### src/rtl/ap_fifo_prefetch_nch_if.sv
// Read-side FIFO and ap_fifo consumer signals for all channels, packed per channel.
// The master modport is the bridge; the slave modport is the shell/HLS side.
interface ap_fifo_prefetch_nch_if #(
  parameter int NCH = 4,
  parameter int DW  = 128
);
  logic [NCH-1:0]    src_empty;
  logic [NCH-1:0]    src_rd_en;
  logic [NCH*DW-1:0] src_dout;
  logic [NCH*DW-1:0] in_r_dout;
  logic [NCH-1:0]    in_r_empty_n;
  logic [NCH-1:0]    in_r_read;

  modport master (
    input  src_empty, src_dout, in_r_read,
    output src_rd_en, in_r_dout, in_r_empty_n
  );

  modport slave (
    output src_empty, src_dout, in_r_read,
    input  src_rd_en, in_r_dout, in_r_empty_n
  );
endinterface

### src/rtl/ap_fifo_prefetch_nch.sv
// N-channel latency-1 FIFO to ap_fifo bridge: 3-entry buffer per channel, first word visible 2 cycles after fetch.
// Fetch is credit-gated on occupancy + in-flight (never on in_r_read), so 1 word/cycle streams and stalls hold <= 3 words.
module ap_fifo_prefetch_nch #(
  parameter int NCH = 4,
  parameter int DW  = 128,
  parameter int CW  = 32
) (
  input  logic                ip_clk,
  input  logic                ip_rst_n,
  ap_fifo_prefetch_nch_if.master bus,
  input  logic [NCH-1:0]      ch_en,
  input  logic [NCH-1:0]      ch_flush,
  input  logic [NCH*CW-1:0]   ch_limit,
  output logic [NCH*CW-1:0]   ch_count,
  output logic [NCH-1:0]      ch_done
);

  logic [NCH-1:0]    rd_en_v;
  logic [NCH-1:0]    empty_n_v;
  logic [NCH*DW-1:0] dout_v;

  genvar k;
  generate
    for (k = 0; k < NCH; k++) begin : g_ch
      logic [1:0]    occ_q, occ_d;
      logic [1:0]    head_q, head_d;
      logic          infl_q;
      logic [CW-1:0] fcnt_q, fcnt_d;
      logic [CW-1:0] dcnt_q, dcnt_d;
      logic [DW-1:0] buf_q [3];
      logic [CW-1:0] lim;
      logic [2:0]    tail_sum, tail_wrap;
      logic [1:0]    tail;
      logic          flush, fstop, rd_en, pop;

      assign lim   = ch_limit[k*CW +: CW];
      assign flush = ch_flush[k];
      assign fstop = (lim != '0) && (fcnt_q == lim);
      // Gated by reset so the source FIFO is never popped while we are held in reset.
      assign rd_en = ip_rst_n & ch_en[k] & ~bus.src_empty[k] & ~flush & ~fstop
                   & (({1'b0, occ_q} + {2'b0, infl_q}) < 3'd3);
      assign pop   = bus.in_r_read[k] & (occ_q != 2'd0);

      assign tail_sum  = {1'b0, head_q} + {1'b0, occ_q};
      assign tail_wrap = tail_sum - 3'd3;
      assign tail      = (tail_sum >= 3'd3) ? tail_wrap[1:0] : tail_sum[1:0];

      always_comb begin
        occ_d  = occ_q;
        head_d = head_q;
        fcnt_d = fcnt_q;
        dcnt_d = dcnt_q;
        if (flush) begin
          occ_d  = 2'd0;
          head_d = 2'd0;
          fcnt_d = '0;
          dcnt_d = '0;
        end else begin
          occ_d = occ_q + {1'b0, infl_q} - {1'b0, pop};
          if (pop) begin
            head_d = (head_q == 2'd2) ? 2'd0 : head_q + 2'd1;
            dcnt_d = dcnt_q + CW'(1);
          end
          if (rd_en) begin
            fcnt_d = fcnt_q + CW'(1);
          end
        end
      end

      always_ff @(posedge ip_clk or negedge ip_rst_n) begin
        if (!ip_rst_n) begin
          occ_q  <= 2'd0;
          head_q <= 2'd0;
          infl_q <= 1'b0;
          fcnt_q <= '0;
          dcnt_q <= '0;
          for (int i = 0; i < 3; i++) buf_q[i] <= '0;
        end else begin
          occ_q  <= occ_d;
          head_q <= head_d;
          infl_q <= rd_en;
          fcnt_q <= fcnt_d;
          dcnt_q <= dcnt_d;
          // A word landing during a flush belongs to the discarded stream.
          if (infl_q && !flush) begin
            buf_q[tail] <= bus.src_dout[k*DW +: DW];
          end
        end
      end

      assign rd_en_v[k]            = rd_en;
      assign empty_n_v[k]          = (occ_q != 2'd0);
      assign dout_v[k*DW +: DW]    = buf_q[head_q];
      assign ch_count[k*CW +: CW]  = dcnt_q;
      assign ch_done[k]            = (lim != '0) && (dcnt_q == lim);

      a_no_overflow : assert property (@(posedge ip_clk) disable iff (!ip_rst_n)
        !(infl_q && !pop && !flush && (occ_q == 2'd3)));
    end
  endgenerate

  assign bus.src_rd_en    = rd_en_v;
  assign bus.in_r_empty_n = empty_n_v;
  assign bus.in_r_dout    = dout_v;

endmodule

### src/flat_wrapper.sv
// flat-port wrapper written by rule: the top's interface ports become plain ports
module ap_fifo_prefetch_nch_flat 
#(
  parameter int NCH = 4,
  parameter int DW  = 128,
  parameter int CW  = 32
)
  (ip_clk, ip_rst_n, ch_en, ch_flush, ch_limit, ch_count, ch_done, bus_src_empty, bus_src_dout, bus_in_r_read, bus_src_rd_en, bus_in_r_dout, bus_in_r_empty_n);
  ap_fifo_prefetch_nch_if #(.NCH(NCH), .DW(DW)) bus_i ();
  input  logic ip_clk;
  input  logic ip_rst_n;
  input  logic [NCH-1:0] ch_en;
  input  logic [NCH-1:0] ch_flush;
  input  logic [NCH*CW-1:0] ch_limit;
  output logic [NCH*CW-1:0] ch_count;
  output logic [NCH-1:0] ch_done;
  input wire logic [$bits(bus_i.src_empty)-1:0] bus_src_empty;
  input wire logic [$bits(bus_i.src_dout)-1:0] bus_src_dout;
  input wire logic [$bits(bus_i.in_r_read)-1:0] bus_in_r_read;
  output wire logic [$bits(bus_i.src_rd_en)-1:0] bus_src_rd_en;
  output wire logic [$bits(bus_i.in_r_dout)-1:0] bus_in_r_dout;
  output wire logic [$bits(bus_i.in_r_empty_n)-1:0] bus_in_r_empty_n;
  assign bus_i.src_empty = bus_src_empty;
  assign bus_i.src_dout = bus_src_dout;
  assign bus_i.in_r_read = bus_in_r_read;
  assign bus_src_rd_en = bus_i.src_rd_en;
  assign bus_in_r_dout = bus_i.in_r_dout;
  assign bus_in_r_empty_n = bus_i.in_r_empty_n;
  ap_fifo_prefetch_nch #(.NCH(NCH), .DW(DW), .CW(CW)) u_core (.ip_clk(ip_clk), .ip_rst_n(ip_rst_n), .bus(bus_i), .ch_en(ch_en), .ch_flush(ch_flush), .ch_limit(ch_limit), .ch_count(ch_count), .ch_done(ch_done));
endmodule
### config.mk
export PLATFORM = sky130hd
export DESIGN_NAME = ap_fifo_prefetch_nch_flat
export DESIGN_NICKNAME = d
export VERILOG_FILES = /design/src/rtl/ap_fifo_prefetch_nch_if.sv /design/src/rtl/ap_fifo_prefetch_nch.sv /design/src/flat_wrapper.sv
export SDC_FILE = /design/constraint.sdc
export NUM_CORES = 2
export LEC_CHECK = 0
export CORE_AREA = 2 2 507 509
export CTS_BUF_LIST = sky130_fd_sc_hd__clkbuf_4
export DETAILED_ROUTE_END_ITERATION = 8
export DIE_AREA = 0 0 509 511
export PLACE_DENSITY = 0.57
export SLEW_MARGIN = 20
export SYNTH_ARGS = -nofsm -noshare
export SYNTH_HDL_FRONTEND = slang
export SYNTH_SLANG_ARGS = --single-unit
### constraint.sdc
create_clock -name ip_clk -period 3.1 [get_ports ip_clk]
set_input_delay 0.62 -clock ip_clk [delete_from_list [all_inputs] [get_ports ip_clk]]
set_output_delay 0.62 -clock ip_clk [all_outputs]
set_load 0.02 [all_outputs]
## After elaboration in Yosys (flattened, before gate mapping)

Cells that the tools add are included.

| storage, ports and cells | value |
|---|---|
| register bits | 1812 |
| input bits | 658 |
| output and inout bits | 652 |

| operators by class | value |
|---|---|
| order comparisons | 20 |
| bitwise operators | 44 |
| equal/unequal tests | 12 |
| add/sub/neg operators | 32 |
| multiplexer cells | 60 |
| reductions and logical operators | 36 |

Operators by type and width:

| kind | number |
|---|---|
| $bwmux 384 | 4 |
| $mux 128 | 12 |
| $bmux 128 s2 | 4 |
| $demux 128 s2 | 4 |
| $mux 32 | 16 |
| $add 32x1->32 const B | 8 |
| $eq 32x32->1 | 8 |
| $reduce_bool 32->1 | 4 |
| $mux 2 | 20 |
| $and 1x1->1 | 24 |
| $ge 3x3->1 const B | 8 |
| $not 2->3 | 8 |
| $reduce_bool 2->1 | 12 |
| $logic_and 1x1->1 | 16 |
| $add 2x1->3 | 4 |
| $add 2x2->3 | 4 |
| $ge 3x2->1 const B | 4 |
| $lt 3x1->1 const B | 4 |
| $lt 3x2->1 const B | 4 |
| $not 1->1 | 12 |
| $add 2x1->2 | 4 |
| $add 2x1->2 const B | 4 |
| $eq 2x2->1 const B | 4 |
| $sub 2x1->2 | 4 |
| 2 further kinds | 8 |

## Depth between registers and ports, before layout

| depth | value |
|---|---|
| depth in word-level cells | 9 |
| mapped depth | 12 |
| gate-level depth less buffers | 10 |

## Least setup slack after synthesis

No wires, ideal clock.

| path | value |
|---|---|
| path kind | register -> register |
| start | register u_core.g_ch[1].head_q[1] |
| end | register u_core.g_ch[1].buf_q[363] (netlist name) |
| setup time | 125 ps |
| data arrival time | 3138 ps |
| slack | -162 ps |
| cell stages (with the launch flop) | 12 |
| cells stage by stage | dfrtp_1 > clkbuf_1 > inv_1 > fa_1 > inv_1 > ha_1 > nor2b_1 > a21oi_1 > o21ai_0 > clkbuf_1 > buf_1 > mux2_2 |

| between the ends | value |
|---|---|
| longest elaborated chain between the ends | 9 |

Ends and longest elaborated chain:

| element | line | text |
|---|---|---|
| from (decl) | ap_fifo_prefetch_nch.sv:26 | `logic [1:0] head_q, head_d;` |
| from (signal assigned) | ap_fifo_prefetch_nch.sv:73 | `head_q <= 2'd0;` |
| from (signal assigned) | ap_fifo_prefetch_nch.sv:80 | `head_q <= head_d;` |
| $add 2x2->3 (*) | ap_fifo_prefetch_nch.sv:44 | `assign tail_sum = {1'b0, head_q} + {1'b0, occ_q};` |
| $ge 3x2->1 or $sub 2x2->2 (tied branches) | ap_fifo_prefetch_nch.sv:46, ap_fifo_prefetch_nch.sv:45 |  |
| $mux 2 (*) | ap_fifo_prefetch_nch.sv:46 | `assign tail = (tail_sum >= 3'd3) ? tail_wrap[1:0] : tail_sum[1:0];` |
| $not 2->3 (not written as such) (*) | ap_fifo_prefetch_nch.sv:86 | `buf_q[tail] <= bus.src_dout[k*DW +: DW];` |
| $ge 3x3->1 (not written as such) or $lt 3x1->1 (tied branches) | ap_fifo_prefetch_nch.sv:86 |  |
| $logic_and 1x1->1 (not written as such) | ap_fifo_prefetch_nch.sv:86 |  |
| $mux 128 (not written as such) | ap_fifo_prefetch_nch.sv:86 |  |
| $demux 128 s2 (*) | ap_fifo_prefetch_nch.sv:86 |  |
| $bwmux 384 (*) | ap_fifo_prefetch_nch.sv:86 |  |
| to (signal, indexed assignment) | ap_fifo_prefetch_nch.sv:86 |  |
| to (decl) | ap_fifo_prefetch_nch.sv:30 | `logic [DW-1:0] buf_q [3];` |

Every way passes the cells marked *; elsewhere a longest branch is shown, timed or not.
A chain may end at the register's enable or synchronous reset.

## Worst setup path in the final report

| path | value |
|---|---|
| start | register u_core.g_ch[0].head_q[0] |
| end | output port bus_in_r_dout[87] |

| between the ends | value |
|---|---|
| longest elaborated chain between the ends | 4 |

Ends and longest elaborated chain:

| element | line | text |
|---|---|---|
| from (decl) | ap_fifo_prefetch_nch.sv:26 |  |
| from (signal assigned) | ap_fifo_prefetch_nch.sv:73 |  |
| from (signal assigned) | ap_fifo_prefetch_nch.sv:80 |  |
| $not 2->3 (not written as such) | ap_fifo_prefetch_nch.sv:93 | `assign dout_v[k*DW +: DW] = buf_q[head_q];` |
| $bmux 128 s2 | ap_fifo_prefetch_nch.sv:93 |  |
| $mux 128 (not written as such) (2 in a row) | ap_fifo_prefetch_nch.sv:93 |  |
| to (decl) | flat_wrapper.sv:21 | `output wire logic [$bits(bus_i.in_r_dout)-1:0] bus_in_r_dout;` |

No other way between the ends. The select of a mux whose other input is x is not followed.

==> summary.md <==
| Metric | Value |
|---|---|
| Aggregate global-route resource usage | 0.224 |
| Area Overhead vs Synth | 41.4% |
| Post-synth EDFFs | 0 |
| Initial antenna violation count | between 100 and 150 |
| Core area | ~0.26 mm² |
| Die area | approximately 0.26 mm² |
| Final Core Density | 0.470 |
| Fraction of layout cells with a size suffix above 1 | 0.353 |
| Antenna-violating nets left | 0 |
| Complex-gate fraction of the synthesized area | 0.0498 |
| Setup CP Type | register to primary output |
| FMAX | around 0.27 GHz |
| Min Tclk post-route | about 3.7 ns |
| Status | finished, violations left |
| RSZ-0062 raised after global routing | true |
| Post-Synth XOR/XNOR Area | 0.0372 |
| TritonCTS clock tree | done |
| Row cnt | about 190 |
| CP max FO | 16 |
| Max cap viols | 0 |
| Pre-CTS setup slack | -0.460 ns |
| Peak supply drop | between 0.5 and 0.6 mV |
| Via density | 5.04 |
| Async set-reset flop share out of synthesis | 1.00 |
| Post-synth cell types | 56 |
| Final WS setup | -0.556 ns |
| Relative slew slack | 0.364 |
| Chip Width | approximately 510 µm |
| Pwr dens | 808 mW/mm² |
| Drt drc | 0 |
| Final Net Count | 10,200 |
| HPWL Detailed | a little over 200,000 µm |
| Post-synthesis mux area share | 0.268 |
| Synth Area in Simple Gates | 0.0819 |
| Num CTS Buffers | ~530 |
| Final WL | a little over 300,000 µm |
| Failing checks | setup timing |
| Clock Skews | between 0.15 and 0.2 ns |
| WHS Endpoint | u_core.g_ch[2].buf_q[270] |
| Crit share post-route | 1.18 |
| Post-Synth Adder-Cell Area | 0.00566 |
| Fillers | 23,200 |
| Critical Path, Cell by Cell | buf_12 > buf_4 > buf_16 > mux2i_1 > o21ai_0 > dlygate4sd2_1 |
| Worst path slowest cell | dfrtp_4 |
| CTS max path bufs | 4 |
| Worst-Skew Late Latency | 1.33 ns |
| Global-route wire length before repair | approximately 450,000 µm |
| Hold Path Class | input port to register |
| Syn_area_per_cell | roughly 12 µm² |
| Clock sinks | about 1,800 |
| RR Endpoint | u_core.g_ch[1].buf_q[129] |
| Initial drt markers | 3,890 |
| GRT Residual Overflow | 0 |
| Setup slack, reg-to-reg | -0.28 ns |
| Gpl congestion | roughly 0.86 |
| Vias | about 67,000 |
| WL/cell | about 23 µm |
| Largest family of logic cells by synthesized area | multiplexers |
| Syn nets | just under 8,000 |
| Vias in the first global route | ~70,000 |
| 1st-pass router iterations | 7 |
| Synth top area share | 0.534 |
| IO Pins | between 1,000 and 1,500 |
| Final hold violation count | 0 |
| CTS root buffer | clkbuf_4 |
| H-tree Lvls | 6 |
| WP data arrival | between 3 and 4 ns |
| Max Slew Vio Count | 0 |
| Cell taking the most area after synthesis | dfrtp_1 |
| Syn Std Cell Area | 0.0849 mm² |
| Setup violations, final | 1,220 |
| Yosys synthesis warning count | 0 |
| Pin count of the biggest net entering global routing | between 150 and 200 |
| Post-synth top flop | dfrtp_1 |
| Worst setup EP type | primary output |
| Synth Instances | around 7,000 |
| Setup crit start kind | register |
| Critical R2R Launch | u_core.g_ch[1].head_q[0] |
| Synthesized flop and latch total | 1,812 |
| PortBufs | 1,309 |
| Initial core utilization | 0.332 |
| Leak | approximately 54 nW |
| Critical path data required time | 2.48 ns |
| Register area share after synthesis | 0.534 |
| Clock-pin slew on the worst setup and hold paths | roughly 0.070 ns |
| Reg2reg path depth | 13 |
| Worst Hold Launch | bus_src_dout[270] |
| Die height | between 500 and 600 µm |
| Worst path max stage delay | 0.49 ns |
| Worst-Margin Slew | roughly 0.95 ns |
| Cells taking the most area after synthesis | dfrtp_1 53%, mux2_2 21%, mux2i_1 6.1% |
| Worst hold stages | 2 |
[per-layer routing]
layer,track usage,part of all wire,vias to the layer above
li1,-,-,30300
met1,0.264,0.40,33700
met2,0.370,0.48,2155
met3,0.0728,0.079,601
met4,0.0995,0.042,76
met5,0,0.0016,-
[stage by stage]
step / instances / power [mW] / area [µm²] / hold WS, ns / TNS (ns)
after CTS: 13100 / 96.4 / 118000 / 0.000162 / -389.79
after floorplan: 7008 / 55.1 / 85000 / 0.324 / -16.49
after detailed placement: 11600 / 73.5 / 105000 / 0.491 / -8.14
after global placement: 11600 / 72.4 / 105000 / 0.485 / -7.20
after global routing: 13300 / 102 / 120000 / 0.0129 / -571.72
final: 13300 / 96.9 / 120000 / 0.183 / -246.95
[critical path, delay by kind of cell, from the launching register on]
| kind | cells | cell delay, ns |
|---|---|---|
| compound gates | 1 | 0.28 |
| buf+inv | 4 | 0.88 |
| flops | 1 | 0.49 |
| mux | 1 | 0.14 |
[state kept, by name, indices dropped and copies added (netlist names)]
name / cells
u_core.g_ch.buf_q: 1536
u_core.g_ch.dcnt_q: 128
u_core.g_ch.fcnt_q: 128
u_core.g_ch.head_q: 8
u_core.g_ch.occ_q: 8
u_core.g_ch.infl_q: 4
[worst max path at each step]
stage	cells after the start	endpoint	start
CTS	8	bus_in_r_dout[40]	u_core.g_ch[0].head_q[0]
floorplan	11	u_core.g_ch[1].buf_q[263]	u_core.g_ch[1].head_q[1]
global placement	7	bus_src_rd_en[1]	ch_limit[49]
finish	6	bus_in_r_dout[87]	u_core.g_ch[0].head_q[0]
detailed placement	7	bus_src_rd_en[1]	ch_limit[49]
global route	6	bus_src_rd_en[3]	u_core.g_ch[3].fcnt_q[26]
[cells in the final DEF, fill, tap and decap left out, types with 30 or more instances in the layout]
cell type / instances
buf_6: 95
xor2_1: 310
o21ai_1: 47
nand4_1: 82
dfrtp_2: 35
or4_1: 53
xnor2_1: 49
o21ai_2: 74
clkbuf_4: 769
nor2_1: 176
clkinv_1: 64
nor4_1: 105
ha_1: 30
a21oi_1: 121
o31ai_1: 49
nor2b_1: 43
dlygate4sd3_1: 508
diode_2: 68
o21ai_0: 441
clkdlybuf4s50_1: 785
buf_4: 444
buf_2: 64
mux2i_1: 514
nand3_1: 98
mux2_2: 1562
inv_1: 57
dlygate4sd2_1: 206
nand2_1: 599
buf_16: 43
or3_1: 61
buf_12: 151
nor3_1: 35
dfrtp_1: 1769
[power by group]
| part | switching, mW | leakage [nW] | internal [mW] |
|---|---|---|---|
| Sequential | 4.16 | 24.1 | 31.8 |
| Combinational | 19.7 | 26.2 | 18.4 |
| Clock | 10.8 | 3.94 | 12.2 |
| Total | 34.6 | 54.3 | 62.3 |
[cells by family after synthesis]
kind of cell,Yosys count
multiplexers,2080
flip-flops,1812
AND/OR/NAND/NOR,1431
AO/OA/AOI/OAI,788
buffers and inverters,501
XOR/XNOR,360
adder cells (fa/ha/maj),36
[cells in the mapped netlist, drive strengths merged, types with 42 or more instances]
| library cell | instances |
|---|---|
| buf | 45 |
| dfrtp | 1812 |
| nand4 | 82 |
| nor3 | 42 |
| o31ai | 49 |
| a21oi | 123 |
| or3 | 61 |
| or4 | 55 |
| nand2 | 628 |
| nand3 | 98 |
| nor4 | 124 |
| xnor2 | 49 |
| nor2b | 47 |
| nor2 | 184 |
| o21ai | 569 |
| xor2 | 311 |
| mux2i | 517 |
| mux2 | 1563 |
| clkbuf | 395 |
| inv | 61 |
[what timing repair did]
| item | 4_1_cts | 5_1_grt |
|---|---|---|
| endpoints found under the hold margin | 2428 | 0 |
| setup buffers | 51 | 85 |
| endpoints found under the setup margin | 763 | 2031 |
| cloned | 20 | 27 |
| pin swaps | 16 | 29 |
| gates resized for setup | 1194 | 830 |
| hold buffers | 511 | 0 |
[final cells by class]
| cell class | instances | area [µm²] | share of cell area |
|---|---|---|---|
| multi-input cells | 4696 | 38500 | 0.321 |
| flip-flops and latches | 1812 | 45400 | 0.379 |
| clock buffers | 769 | 5770 | 0.0481 |
| repair buffers | 2356 | 24700 | 0.206 |
| diodes | 68 | 170 | 0.00142 |
| well taps | 3384 | 4230 | 0.0353 |
| inverters | 61 | 240 | 0.00200 |
| clock inverters | 123 | 895 | 0.00746 |
Power figures use the tool's default switching activity.
